## config.mk

```make
export PLATFORM = sky130hd
export DESIGN_NAME = cram_config_loader
export DESIGN_NICKNAME = d
export VERILOG_FILES = /design/src/rtl/cram_pkg.sv /design/src/rtl/cram_word_serializer.sv /design/src/rtl/cram_config_loader.sv
export SDC_FILE = /design/constraint.sdc
export NUM_CORES = 1
export LEC_CHECK = 0
export CELL_PAD_IN_SITES_DETAIL_PLACEMENT = 2
export CELL_PAD_IN_SITES_GLOBAL_PLACEMENT = 2
export CORE_UTILIZATION = 28
export DETAILED_ROUTE_END_ITERATION = 10
export PLACE_DENSITY_LB_ADDON = 0.1
export SLEW_MARGIN = 5
export SYNTH_ARGS = -nofsm -noshare
export SYNTH_HDL_FRONTEND = slang
export SYNTH_HIERARCHICAL = 1
export SYNTH_SLANG_ARGS = --single-unit
export TNS_END_PERCENT = 30
```

## constraint.sdc

```tcl
create_clock -name clk -period 4.6 [get_ports clk]
set_input_delay 0.46 -clock clk [delete_from_list [all_inputs] [get_ports clk]]
set_output_delay 0.46 -clock clk [all_outputs]
set_load 0.05 [all_outputs]
```

## src/rtl/cram_pkg.sv

```systemverilog
// Shared CRAM definitions: chain-length helpers and the loader state encoding.
package cram_pkg;

  typedef enum logic [1:0] {
    IDLE  = 2'd0,
    LOAD  = 2'd1,
    FLUSH = 2'd2,
    DONE  = 2'd3
  } cram_ld_state_t;

  // Mux select width for one routing-bus input choice (bus lanes plus constants).
  function automatic int unsigned sel_bits(input int unsigned bus_width);
    return $clog2(2 * bus_width + 2);
  endfunction

  // Total serial CRAM chain length of one fpgacell.
  function automatic int unsigned cfg_bits(input int unsigned bus_width,
                                           input int unsigned le_inputs,
                                           input int unsigned le_outputs,
                                           input int unsigned le_lut_size);
    return bus_width * 8
         + 4 * (le_inputs + le_outputs) * sel_bits(bus_width)
         + 4 * (le_lut_size + 1);
  endfunction

endpackage

```

## src/rtl/cram_word_serializer.sv

```systemverilog
// Word-to-bit serializer: one holding word feeding a shift register, MSB first,
// with the leading pad bits of the first word of a load dropped.
module cram_word_serializer #(
  parameter int unsigned WORD_W = 8,
  parameter int unsigned PAD    = 0
) (
  input  logic              clk,
  input  logic              nrst,
  input  logic              en,
  input  logic              clear,
  input  logic              push,
  input  logic              pop,
  input  logic [WORD_W-1:0] word,
  output logic              bit_avail,
  output logic              bit_out,
  output logic              hold_empty
);

  localparam int unsigned CNT_W = $clog2(WORD_W + 1);

  logic [WORD_W-1:0] sreg_q, sreg_d;
  logic [WORD_W-1:0] hold_q, hold_d;
  logic [CNT_W-1:0]  cnt_q, cnt_d;
  logic              full_q, full_d;
  logic              first_q, first_d;
  logic              refill;

  assign bit_avail  = (cnt_q != '0);
  assign bit_out    = sreg_q[WORD_W-1];
  assign hold_empty = !full_q;

  // The holding word drops in the same cycle the shift register runs dry.
  always_comb begin
    sreg_d  = sreg_q;
    hold_d  = hold_q;
    cnt_d   = cnt_q;
    full_d  = full_q;
    first_d = first_q;
    refill  = full_q && ((cnt_q == '0) || (pop && (cnt_q == CNT_W'(1))));
    if (clear) begin
      sreg_d  = '0;
      hold_d  = '0;
      cnt_d   = '0;
      full_d  = 1'b0;
      first_d = 1'b1;
    end else if (en) begin
      if (pop) begin
        sreg_d = sreg_q << 1;
        cnt_d  = cnt_q - CNT_W'(1);
      end
      if (refill) begin
        sreg_d  = first_q ? (hold_q << PAD) : hold_q;
        cnt_d   = first_q ? CNT_W'(WORD_W - PAD) : CNT_W'(WORD_W);
        first_d = 1'b0;
        full_d  = 1'b0;
      end else if (push) begin
        hold_d = word;
        full_d = 1'b1;
      end
    end
  end

  always_ff @(posedge clk or negedge nrst) begin
    if (!nrst) begin
      sreg_q  <= '0;
      hold_q  <= '0;
      cnt_q   <= '0;
      full_q  <= 1'b0;
      first_q <= 1'b1;
    end else begin
      sreg_q  <= sreg_d;
      hold_q  <= hold_d;
      cnt_q   <= cnt_d;
      full_q  <= full_d;
      first_q <= first_d;
    end
  end

endmodule

```

## src/rtl/cram_config_loader.sv

```systemverilog
// Loads one fpgacell CRAM chain from a parallel word stream, holding the
// logic elements in reset until the whole chain has been shifted.
module cram_config_loader
  import cram_pkg::*;
#(
  parameter int unsigned BUS_WIDTH   = 8,
  parameter int unsigned LE_INPUTS   = 4,
  parameter int unsigned LE_OUTPUTS  = 1,
  parameter int unsigned LE_LUT_SIZE = 16,
  parameter int unsigned WORD_W      = 8,
  parameter int unsigned CFG_BITS    = cfg_bits(BUS_WIDTH, LE_INPUTS, LE_OUTPUTS, LE_LUT_SIZE)
) (
  input  logic              clk,
  input  logic              nrst,
  input  logic              en,
  input  logic              start,
  input  logic              abort,
  input  logic [WORD_W-1:0] word_in,
  input  logic              word_valid,
  output logic              word_ready,
  output logic              config_data_in,
  output logic              config_en,
  output logic              le_nrst,
  output logic              busy,
  output logic              done,
  output logic              err
);

  localparam int unsigned NWORDS = (CFG_BITS + WORD_W - 1) / WORD_W;
  localparam int unsigned PAD    = NWORDS * WORD_W - CFG_BITS;
  localparam int unsigned CNT_W  = $clog2(CFG_BITS + 1);
  localparam int unsigned WCNT_W = $clog2(NWORDS + 1);

  cram_ld_state_t    state_q, state_d;
  logic [CNT_W-1:0]  bit_cnt_q, bit_cnt_d;
  logic [WCNT_W-1:0] word_cnt_q, word_cnt_d;
  logic              cfg_en_d, cfg_data_d, done_d, err_d, le_nrst_d, busy_d;
  logic              clear, pop, push;
  logic              bit_avail, bit_out, hold_empty;

  // Words beyond the chain length are refused even if the buffer has room.
  assign word_ready = en && (state_q == LOAD) && hold_empty
                      && (word_cnt_q != WCNT_W'(NWORDS));
  assign push       = word_valid && word_ready;

  cram_word_serializer #(
    .WORD_W (WORD_W),
    .PAD    (PAD)
  ) u_ser (
    .clk        (clk),
    .nrst       (nrst),
    .en         (en),
    .clear      (clear),
    .push       (push),
    .pop        (pop),
    .word       (word_in),
    .bit_avail  (bit_avail),
    .bit_out    (bit_out),
    .hold_empty (hold_empty)
  );

  always_comb begin
    state_d    = state_q;
    bit_cnt_d  = bit_cnt_q;
    word_cnt_d = word_cnt_q;
    cfg_en_d   = 1'b0;
    cfg_data_d = config_data_in;
    done_d     = 1'b0;
    err_d      = err;
    le_nrst_d  = le_nrst;
    busy_d     = busy;
    clear      = 1'b0;
    pop        = 1'b0;
    if (push) word_cnt_d = word_cnt_q + WCNT_W'(1);
    if (en) begin
      unique case (state_q)
        IDLE, DONE: begin
          if (start && abort) begin
            state_d = IDLE;
            err_d   = 1'b1;
            busy_d  = 1'b0;
          end else if (start) begin
            state_d    = LOAD;
            clear      = 1'b1;
            bit_cnt_d  = '0;
            word_cnt_d = '0;
            err_d      = 1'b0;
            le_nrst_d  = 1'b0;
            busy_d     = 1'b1;
          end else begin
            state_d = IDLE;
          end
        end
        LOAD: begin
          // An aborted chain stays in reset: partial configs are never released.
          if (abort) begin
            state_d = IDLE;
            err_d   = 1'b1;
            busy_d  = 1'b0;
            clear   = 1'b1;
          end else if (bit_cnt_q == CNT_W'(CFG_BITS)) begin
            state_d = FLUSH;
          end else if (bit_avail) begin
            pop        = 1'b1;
            cfg_en_d   = 1'b1;
            cfg_data_d = bit_out;
            bit_cnt_d  = bit_cnt_q + CNT_W'(1);
          end
        end
        FLUSH: begin
          state_d   = DONE;
          done_d    = 1'b1;
          le_nrst_d = 1'b1;
          busy_d    = 1'b0;
        end
        default: state_d = IDLE;
      endcase
    end
  end

  always_ff @(posedge clk or negedge nrst) begin
    if (!nrst) begin
      state_q        <= IDLE;
      bit_cnt_q      <= '0;
      word_cnt_q     <= '0;
      config_en      <= 1'b0;
      config_data_in <= 1'b0;
      done           <= 1'b0;
      err            <= 1'b0;
      le_nrst        <= 1'b0;
      busy           <= 1'b0;
    end else begin
      state_q        <= state_d;
      bit_cnt_q      <= bit_cnt_d;
      word_cnt_q     <= word_cnt_d;
      config_en      <= cfg_en_d;
      config_data_in <= cfg_data_d;
      done           <= done_d;
      err            <= err_d;
      le_nrst        <= le_nrst_d;
      busy           <= busy_d;
    end
  end

endmodule

```

# Yosys cells after proc, flatten, opt, wreduce, memory -nomap -nowiden
# Cells that the tools add are included.
# word_totals
out_inout_bits	7
regBits	42
elab_cells	115
# op_classes
reduce_logical	28
bitwise_logic	2
add_sub_neg	3
eq_ne	15
n_mux	54
# op_table
op	count
$mux W8	13
$mux W5	5
$mux W1	24
$mux W4	4
$pmux W8 S2	1
$ne A2 B2 Y1 const B	7
$add A8 B1 Y8 const B	1
$eq A8 B8 Y1 const B	1
$reduce_and A4 Y1	2
$reduce_bool A2 Y1	4
$logic_and A1 B1 Y1	7
$reduce_and A7 Y1	1
$pmux W1 S2	3
$pmux W2 S3	1
$reduce_and A2 Y1	3
$reduce_and A3 Y1	2
$reduce_bool A3 Y1	2
$add A5 B1 Y5 const B	1
$ne A5 B5 Y1 const B	1
$reduce_and A5 Y1	1
$eq A2 B2 Y1 const B	2
$eq A4 B1 Y1 const B	1
$logic_not A4 Y1	1
$mux W2	2
other kinds (11)	12

# Depth between registers and ports, before layout
# Gate-level depths: netlist of run 1.
# depth
depth_word	12
mapped_depth	10
mapped_depth_nobuf	8

# Cells and area by module
# The synthesis of run 1 kept the hierarchy.
# by_module_without_submodules
mod	area_each_um2	cells_per_inst	n_inst
cram_config_loader	1255.0	132	1
cram_word_serializer	1198.6	119	1

# Worst setup path after synthesis of run 1
# No wires, ideal clock.
# synth_path
path_kind	register -> output
startpoint	reg state_q[1]
endpoint	out word_ready
slack_ps	2232
t_arrival_ps	1908
stages_incl_launch_ff	7
path_cell_list	dfrtp_1 inv_1 ha_1 clkbuf_1 clkbuf_1 nand3_1 nor2_1
# synth_between
elab_chain_len	4
# synth_rtl
element	line_no	source
start, declared	cram_config_loader.sv:34	cram_ld_state_t state_q, state_d;
start signal, assigned	cram_config_loader.sv:133	state_q <= state_d;
$eq A2 B1 Y1	cram_config_loader.sv:42	assign word_ready = en && (state_q == LOAD) && hold_empty
$logic_and A1 B1 Y1 (2 in series)	cram_config_loader.sv:42	
$logic_and A1 B1 Y1	cram_config_loader.sv:43	&& (word_cnt_q != WCNT_W'(NWORDS));
end, declared	cram_config_loader.sv:20	output logic word_ready,
# No other way between the ends.

# Worst setup path in the final report of run 1
# layout_path
startpoint	reg bit_cnt_q[0]
endpoint	reg u_ser.hold_q[0]
# layout_between
elab_chain_len	10
# layout_rtl
element	line_no	source
start, declared	cram_config_loader.sv:35	logic [CNT_W-1:0] bit_cnt_q, bit_cnt_d;
start signal, assigned	cram_config_loader.sv:134	bit_cnt_q <= bit_cnt_d;
$eq A8 B8 Y1	cram_config_loader.sv:101	end else if (bit_cnt_q == CNT_W'(CFG_BITS)) begin
$mux W1 (4 in series)	n/a	
via cfg_en_d	cram_config_loader.sv:37	logic cfg_en_d, cfg_data_d, done_d, err_d, le_nrst_d, busy_d;
$logic_and A1 B1 Y1	cram_word_serializer.sv:39	refill = full_q && ((cnt_q == '0) || (pop && (cnt_q == CNT_W'(1))));
$logic_or A1 B1 Y1	cram_word_serializer.sv:39	
$logic_and A1 B1 Y1	cram_word_serializer.sv:39	
$ne A2 B2 Y1 (no line)	n/a	
$reduce_and A3 Y1 (no line)	n/a	
end signal, assigned	cram_word_serializer.sv:72	hold_q <= hold_d;
end, declared	cram_word_serializer.sv:22	logic [WORD_W-1:0] hold_q, hold_d;
# The timed path passes the listed nets, and every way through them passes these cells.
# A chain may end at the register's enable or synchronous reset.

==> impl_metrics.ini, run 1 <==
[route]
vias = 1938
wirelength_mm = 6.29
wl_per_cell_um = 16.8
drt-pass1-iter-count = 4
drtIter0Drc = 43
viasPerCell = 5.18
ant_nets = 0
drc = 0

[power_and_ir_drop]
seqPwrFrac_pct = 48.1
powerDensity_nw_per_um2 = 339
p_sw_mw = 0.327
vdd_drop_max_mv = 0.165
finalPower_mw = 0.961
p_leak_nw = 1.21
p_clk_share_pct = 25.8
p_sw_share_pct = 34.0
p_int_mw = 0.635
comb_power_share_pct = 26.1

[global_routing]
antenna_found_initial = 0
grt_pass1_wl_mm = 10.8
globalRouteOverflowTotal = 0
grt_max_degree = 43
gr-usage-all-layers_pct = 15.5
first_global_vias = 2044

[clocking]
cts_resized = 0
cts_setup_buffers = 0
cts_tree = built
ctsRootBufferMaster = clkbuf_8
htreeDepth = 2
clk_latency_ns = 0.29
cts_inserted_buffers = 5
clk_pin_slew_ns = 0.08
cts_sinks = 42
hold_buffers = 0
cts_buffer_depth = 2

[sta]
fmax_mhz = 338
clock_skew_ns = 0.00606
rsz0062_at_grt = no
hold_violations = 0
fin_crit_ns = 2.96
period_share_pct = 64.4
hold_slack_ns = 0.339
finalSetupViolCount = 0
finalSetupTns_ns = 0
report.final.slew_viol_count = 0
worst_slew_pin_slew_ns = 1.01
slew_headroom_pct = 32.7

[floorplanning]
die-area_um2 = 9140
die_w_um = 95.6
ioPinCount = 21
dieHeight_um = 95.6
start_util_pct = 29.4
rows = 33
core_area_um2 = 8340

[setup_path]
crit_family = compound AO/OA/AOI/OAI gates
path_buf_inv = 1
crit_path_cell_trace = inv_1 -> ha_1 -> nor3b_1 -> and4_1 -> nor2_1 -> a21oi_1 -> o21ba_2 -> mux2i_1
critical_path.max_stage_delay_ns = 0.71
endpoint_kind = flip-flop
critPathArrivalTime_ns = 3.17
slowest_stage = a21oi_1
crit_type = flip-flop to flip-flop
path_max_fanout = 12
startpoint_type = flip-flop
crit_required_ns = 4.81

[flow_run]
maxCapViolations = 0

[placement]
gp_congestion = 0.728
port_buffers = 20
dp_cells = 366
hpwl_mm = 4.50

[finish]
register_area_um2 = 1050
stdcell_count = 374
area_delta_synth_final_pct = 15.7
nNetsFinal = 290
drive_above_1_share_pct = 7.81
multi_input_area_um2 = 1290
n_antenna_cell = 0
fillers = 939

[synth]
synth_cells = 251
async_flop_share_pct = 100
yosysTopAreaCellShare_pct = 42.8
yosysMostFrequentCell = dfrtp_1
synth_fp_nets = 273
syn_area_per_cell_um2 = 9.78
ys_warn_count = 6
yosys-top-cells-count = 42 x dfrtp_1, 19 x nand2b_1, 16 x inv_1, 14 x nor2_1, 12 x nor3_1
ys_types = 53
synthesis.area_um2 = 2450
synth-seq-cells = 42
ys.flop_type = dfrtp_1
synth_area_leaders = dfrtp_1 43%, nand2b_1 4.8%, ha_1 4.1%
synth_area_leader_cell = dfrtp_1
seq_area_frac_synth_pct = 42.8
synth-edff-count = 0

[min_path]
hold_path_class = input pin to asynchronous set/reset pin

[run_status]
outcome = finished, final reports clean
-- placed cells by master (no fill, tap or decap), drive strengths merged, types with 8 or more instances in the layout --
cell type	netlist	routed
mux2i	10	10
inv	16	16
nand3	9	9
nor3	12	12
dfrtp	42	42
nand2b	19	19
nand2	11	11
clkdlybuf4s50	0	19
nor2	14	14
and2	10	10
ha	8	8
-- logic make-up (layout without fill, tap and decap cells) --
kind of cell / after synthesis / after routing / synth area share (%)
compound gates: 51 / 51 / 16.0
xor+xnor: 5 / 5 / 1.78
fa+ha+maj: 8 / 8 / 4.08
buf+inv: 29 / 47 / 4.84
flops: 42 / 42 / 42.8
mux: 13 / 13 / 5.46
simple gates: 103 / 103 / 25.0
-- metrics by stage --
stage	setup slack [ns]	utilization, %	area [um^2]
after floorplan	2.23	-	2450
after global placement	1.59	32.9	2750
after detailed placement	1.54	32.9	2750
after CTS	1.63	34.0	2840
after global routing	1.37	34.0	2840
final	1.64	34.0	2840
-- worst reg2reg max path, stage by stage, from the launching register on --
cell and delay, ns:
dfrtp_1 0.46, inv_1 0.09, ha_1 0.14, nor3b_1 0.22
and4_1 0.38, nor2_1 0.19, a21oi_1 0.71, o21ba_2 0.45
mux2i_1 0.25
-- power by group through the flow --
stage	logic, mW	clock network, mW	registers [mW]
after global placement	0.251	0	0.467
after floorplan	0.168	0	0.471
after global routing	0.282	0.278	0.472
after detailed placement	0.255	0	0.470
final	0.251	0.248	0.462
after CTS	0.256	0.267	0.463
-- registers in the layout, indices dropped and copies added (netlist names), 2 cells and up --
name	flops
bit_cnt_q	8
u_ser/hold_q	8
u_ser/sreg_q	8
word_cnt_q	5
u_ser/cnt_q	4
state_q	2
-- layer usage --
metal	share of wire (%)	global-route usage (%)	routed length, um
met1	52	22.6	3290
met2	45	23.3	2840
met3	1.7	2.87	105
met4	0.91	4.35	57
met5	0	0	0
-- path summary, 6_finish.rpt --
check                             start  cells past startpoint              end  slack [ns]
setup / recovery           bit_cnt_q[0]                      8  u_ser/hold_q[0]        1.64
hold / removal                     nrst                      1  u_ser/sreg_q[3]        0.34
setup reg to reg           bit_cnt_q[0]                      8  u_ser/hold_q[0]        1.64
hold reg to reg                    busy                      2             busy        0.52
max in group asynchronous          nrst                      1             done        3.64
min in group clk                   busy                      2             busy        0.52
-- area by class of cell --
type / instances / area share (%)
Multi-Input combinational cell: 180 / 45.4
Sequential cell: 42 / 37.0
Timing Repair Buffer: 23 / 7.67
Tap cell: 105 / 4.63
Clock buffer: 7 / 3.04
Inverter: 16 / 2.12
Clock inverter: 1 / 0.176
(Power assumes the default switching activity.)
==> run 2: changes to the inputs <==
- clock period: 4.6 -> 2.77 ns (I/O delays scaled with it)
==> run 2 against run 1 <==
First-iteration DRC count grew 37%. Register-to-register slack worse by 1.3 ns. Cell count grew 1.6%. Fmax grew 21%. Critical path depth increased by 1. Total power grew 68%. Utilization increased by 0.66 points. Critical endpoint is now u_ser/hold_q[7]. Non-clock buffer count is 6 higher. Design area rose by 1.9%.
==> impl_metrics.ini, run 2 (synthesized netlist as in run 1, its figures left out) <==
[run_status]
outcome = finished, final reports clean

[route]
drt-pass1-iter-count = 4
drc = 0
wl_per_cell_um = 15.9
vias = 1914
ant_nets = 0
drtIter0Drc = 59
wirelength_mm = 6.05
viasPerCell = 5.04

[clocking]
htreeDepth = 2
cts_inserted_buffers = 5
cts_resized = 0
hold_buffers = 0
cts_buffer_depth = 2
ctsRootBufferMaster = clkbuf_8
clk_pin_slew_ns = 0.08
clk_latency_ns = 0.29
cts_setup_buffers = 0
cts_tree = built
cts_sinks = 42

[sta]
fin_crit_ns = 2.46
worst_slew_pin_slew_ns = 1.00
report.final.slew_viol_count = 0
clock_skew_ns = 0.00659
rsz0062_at_grt = no
hold_violations = 0
period_share_pct = 88.6
finalSetupTns_ns = 0
finalSetupViolCount = 0
fmax_mhz = 407
slew_headroom_pct = 33.1

[power_and_ir_drop]
p_leak_nw = 1.24
vdd_drop_max_mv = 0.215
finalPower_mw = 1.62
powerDensity_nw_per_um2 = 559

[setup_path]
crit_required_ns = 2.99
crit_path_cell_trace = inv_1 -> ha_1 -> nor3b_1 -> and4_1 -> nor2_1 -> a21oi_1 -> buf_4 -> o21ba_2 -> mux2i_1
crit_family = simple AND/OR/NAND/NOR gates
startpoint_type = flip-flop
crit_end = u_ser/hold_q[7]
r2r-start = bit_cnt_q[0]
path_buf_inv = 2
critPathArrivalTime_ns = 2.67
r2r_setup_slack_ns = 0.31
path_max_fanout = 11
crit_type = flip-flop to flip-flop
endpoint_kind = flip-flop
ff2ff_path_depth = 9
slowest_stage = dfrtp_1
r2r_end = u_ser/hold_q[7]
cp-startpoint = bit_cnt_q[0]
crit_cells = 9
critical_path.max_stage_delay_ns = 0.45

[floorplanning]
dieHeight_um = 95.6
start_util_pct = 29.4
die-area_um2 = 9140
ioPinCount = 21
rows = 33
core_area_um2 = 8340
die_w_um = 95.6

[finish]
stdcell_count = 380
reg_top3 = bit_cnt_q: 8 flops, u_ser/hold_q: 8 flops, u_ser/sreg_q: 8 flops
n_antenna_cell = 0
layout_common_cells = 42 x dfrtp_1, 19 x nand2b_1, 18 x clkdlybuf4s50_1
final_cell_area_um2 = 2890
drive_above_1_share_pct = 10.2
layout_commonest_cell = dfrtp_1
nNetsFinal = 296
area_delta_synth_final_pct = 18.0
postLayoutCoreUtil_pct = 34.7

[flow_run]
maxCapViolations = 0

[placement]
hpwl_mm = 4.41
placed_area_um2 = 2800
dp_cells = 372
gp_congestion = 0.766
port_buffers = 20

[global_routing]
globalRouteOverflowTotal = 0
grt_max_degree = 43
gr-usage-all-layers_pct = 15.0
grt_pass1_wl_mm = 10.6
first_global_vias = 2040
antenna_found_initial = 0

[min_path]
hold_path_class = input pin to asynchronous set/reset pin
-- run 2: changes by cell type in the layout (fill, tap and decap cells not counted), sizes merged --
| cell | change |
|---|---|
| buf | +7 |
| clkdlybuf4s50 | -1 |
-- run 2: through the flow --
stage                     hold WS (ns)  setup WS (ns)
after floorplan                -0.0186          0.406
after global placement           0.499          0.386
after detailed placement         0.495          0.329
after CTS                        0.195          0.298
after global routing             0.223         0.0685
final                            0.156          0.315
-- run 2: report_power, final --
| group | switching [mW] | total (mW) | internal [mW] |
|---|---|---|---|
| logic | 0.256 | 0.441 | 0.185 |
| clock network | 0.212 | 0.414 | 0.201 |
| registers | 0.0751 | 0.762 | 0.687 |
| total | 0.544 | 1.62 | 1.07 |
-- run 2: layout make-up --
| type | count | area, um^2 |
|---|---|---|
| Fill cell | 926 | 5450 |
| Multi-Input combinational cell | 180 | 1290 |
| Sequential cell | 42 | 1050 |
| Timing Repair Buffer | 29 | 273 |
| Tap cell | 105 | 131 |
| Clock buffer | 7 | 86.3 |
| Inverter | 16 | 60.1 |
| Clock inverter | 1 | 5.00 |
-- run 2: layer usage --
layer / vias up / GRT usage, % / part of all wire, %
met3: 2 / 3.27 / 2.1
met5: - / 0 / 0
met4: 0 / 2.61 / 0.43
met1: 948 / 21.9 / 53
met2: 13 / 22.9 / 45
li1: 951 / - / -
-- run 2: how the worst min path moves through the flow --
stage	start	endpoint	slack [ns]	depth (start not counted)
floorplan	nrst	bit_cnt_q[0]	-0.02	0
global placement	u_ser/sreg_q[4]	u_ser/sreg_q[4]	0.50	1
detailed placement	u_ser/sreg_q[3]	u_ser/sreg_q[3]	0.49	1
CTS	nrst	u_ser/sreg_q[5]	0.19	1
global route	nrst	u_ser/hold_q[3]	0.22	1
finish	nrst	u_ser/sreg_q[5]	0.16	1
-- run 2: worst reg2reg max path, cell delays in order (launching register included) --
cell and delay, ns:
dfrtp_1 0.45, inv_1 0.09, ha_1 0.13, nor3b_1 0.23, and4_1 0.38, nor2_1 0.12, a21oi_1 0.21, buf_4 0.20
o21ba_2 0.34, mux2i_1 0.23
==> run 3: changes to the inputs <==
- SYNTH_HIERARCHICAL: 1 -> not set
==> run 3 against run 2 <==
Wire length decreased by 8.0%. Largest cell class unchanged. Synthesized cell count down 5.6%. Largest power group unchanged. Die area is 8.1% lower.
==> impl_metrics.ini, run 3 <==
[run_status]
outcome = finished, final reports clean

[power_and_ir_drop]
p_int_mw = 1.11
powerDensity_nw_per_um2 = 650
p_clk_share_pct = 23.7
p_sw_share_pct = 35.9
vdd_drop_max_mv = 0.226
comb_power_share_pct = 29.5
p_sw_mw = 0.620
seqPwrFrac_pct = 46.7
p_leak_nw = 1.16

[synth]
synth_fp_nets = 260
synth_area_leader_cell = dfrtp_1
yosys-top-cells-count = 42 x dfrtp_1, 41 x nand2_1, 20 x inv_1, 17 x nor2_1, 16 x a21oi_1
synth_area_leaders = dfrtp_1 47%, nand2_1 6.8%, ha_1 5.0%
ys_warn_count = 0
ys.flop_type = dfrtp_1
ys_types = 44
seq_area_frac_synth_pct = 46.7
synth_cells = 237
synth-seq-cells = 42
async_flop_share_pct = 100
yosysMostFrequentCell = dfrtp_1
synthesis.area_um2 = 2250
synth-edff-count = 0
yosysTopAreaCellShare_pct = 46.7
syn_area_per_cell_um2 = 9.49

[finish]
area_delta_synth_final_pct = 18.1
stdcell_count = 365
reg_top3 = bit_cnt_q: 8 flops, u_ser.hold_q: 8 flops, u_ser.sreg_q: 8 flops
n_antenna_cell = 0
layout_common_cells = 42 x dfrtp_1, 41 x nand2_1, 20 x inv_1
layout_commonest_cell = dfrtp_1
drive_above_1_share_pct = 8.75
fillers = 895
postLayoutCoreUtil_pct = 34.2
register_area_um2 = 1050
final_cell_area_um2 = 2660
nNetsFinal = 285
multi_input_area_um2 = 1080

[clocking]
clk_latency_ns = 0.30
ctsRootBufferMaster = clkbuf_8
cts_setup_buffers = 0
cts_inserted_buffers = 5
htreeDepth = 2
cts_buffer_depth = 2
cts_tree = built
cts_resized = 0
hold_buffers = 0
cts_sinks = 42
clk_pin_slew_ns = 0.09

[setup_path]
ff2ff_path_depth = 7
endpoint_kind = output pin
path_max_fanout = 13
crit_required_ns = 2.49
r2r_end = u_ser.cnt_q[1]
crit_end = word_ready
r2r-start = bit_cnt_q[0]
startpoint_type = flip-flop
critPathArrivalTime_ns = 2.05
crit_type = flip-flop to output pin
cp-startpoint = state_q[1]
r2r_setup_slack_ns = 0.45

[sta]
clock_skew_ns = 0.0125
slew_headroom_pct = 35.3
hold_violations = 0
worst_slew_pin_slew_ns = 0.971
finalSetupViolCount = 0
fmax_mhz = 429
setup_ws_ns = 0.438
fin_crit_ns = 2.33
period_share_pct = 84.2
finalSetupTns_ns = 0
report.final.slew_viol_count = 0
rsz0062_at_grt = no

[min_path]
hold_path_class = input pin to asynchronous set/reset pin

[global_routing]
globalRouteOverflowTotal = 0
antenna_found_initial = 0
gr-usage-all-layers_pct = 14.9
first_global_vias = 1939
grt_max_degree = 43
grt_pass1_wl_mm = 9.94

[floorplanning]
ioPinCount = 21
start_util_pct = 29.0
dieHeight_um = 91.6
rows = 32
die_w_um = 91.6
core_area_um2 = 7770
die-area_um2 = 8400

[route]
vias = 1768
drc = 0
drtIter0Drc = 55
ant_nets = 0
wl_per_cell_um = 15.2
wirelength_mm = 5.56
drt-pass1-iter-count = 4
viasPerCell = 4.84

[placement]
dp_cells = 357
gp_congestion = 0.696
hpwl_mm = 4.08
port_buffers = 20
pre_cts_ws_ns = 0.379
placed_area_um2 = 2570

[flow_run]
maxCapViolations = 0
## run 3: cell types whose count changed in the layout (fill, tap and decap cells not counted), moves of 5 or more
cell,change
and2_1,-10
nand2b_1,-15
a221o_1,-7
a22o_1,+6
nor3_1,-8
nand2_1,+30
a21oi_1,+10
nand3b_1,-5
## run 3: cells by family after synthesis
kind of cell / share of synthesized area (%)
AO/OA/AOI/OAI: 17.6
XOR/XNOR: 1.95
adder cells (fa/ha/maj): 5.01
buffers and inverters: 5.17
flip-flops: 46.7
multiplexers: 5.51
AND/OR/NAND/NOR: 18.0
## run 3: power by group through the flow
stage / Clock (mW) / Sequential (mW) / Combinational [mW]
after floorplan: 0 / 0.842 / 0.328
after global placement: 0 / 0.821 / 0.519
after detailed placement: 0 / 0.824 / 0.519
after CTS: 0.430 / 0.811 / 0.523
after global routing: 0.447 / 0.828 / 0.581
final: 0.410 / 0.808 / 0.510
## run 3: cell type report
cell class	instances	area share [%]
Multi-Input combinational cell	168	40.7
Sequential cell	42	39.5
Timing Repair Buffer	25	8.85
Tap cell	102	4.80
Inverter	20	2.82
Clock buffer	6	2.73
Clock inverter	2	0.518
## run 3: how the worst min path moves through the flow
stage	to	slack, ns	depth (start not counted)
floorplan	bit_cnt_q[0]	-0.02	0
finish	bit_cnt_q[1]	0.14	1
global route	bit_cnt_q[1]	0.22	1
detailed placement	u_ser.sreg_q[0]	0.48	1
CTS	le_nrst	0.19	1
global placement	u_ser.sreg_q[0]	0.48	1
## run 3: metal layers
layer	global-route usage (%)	vias to the layer above	part of all wire [%]
met5	0	-	0
met4	4.10	0	0.92
met3	2.49	4	2.5
met2	23.7	21	46
met1	20.7	880	51
li1	-	863	-
## run 3: per-stage QoR
stage	total power, mW	hold slack [ns]
6_report	1.73	0.135
3_3_place_gp	1.34	0.479
2_1_floorplan	1.17	-0.0186
3_5_place_dp	1.34	0.482
4_1_cts	1.76	0.189
5_1_grt	1.86	0.222
## run 3: worst max-delay path, cell delays in order, from the launching register on
cell	delay [ns]
dfrtp_1	0.41
inv_1	0.06
ha_1	0.43
nor2b_1	0.23
and3_1	0.20
dlymetal6s2s_1	0.43
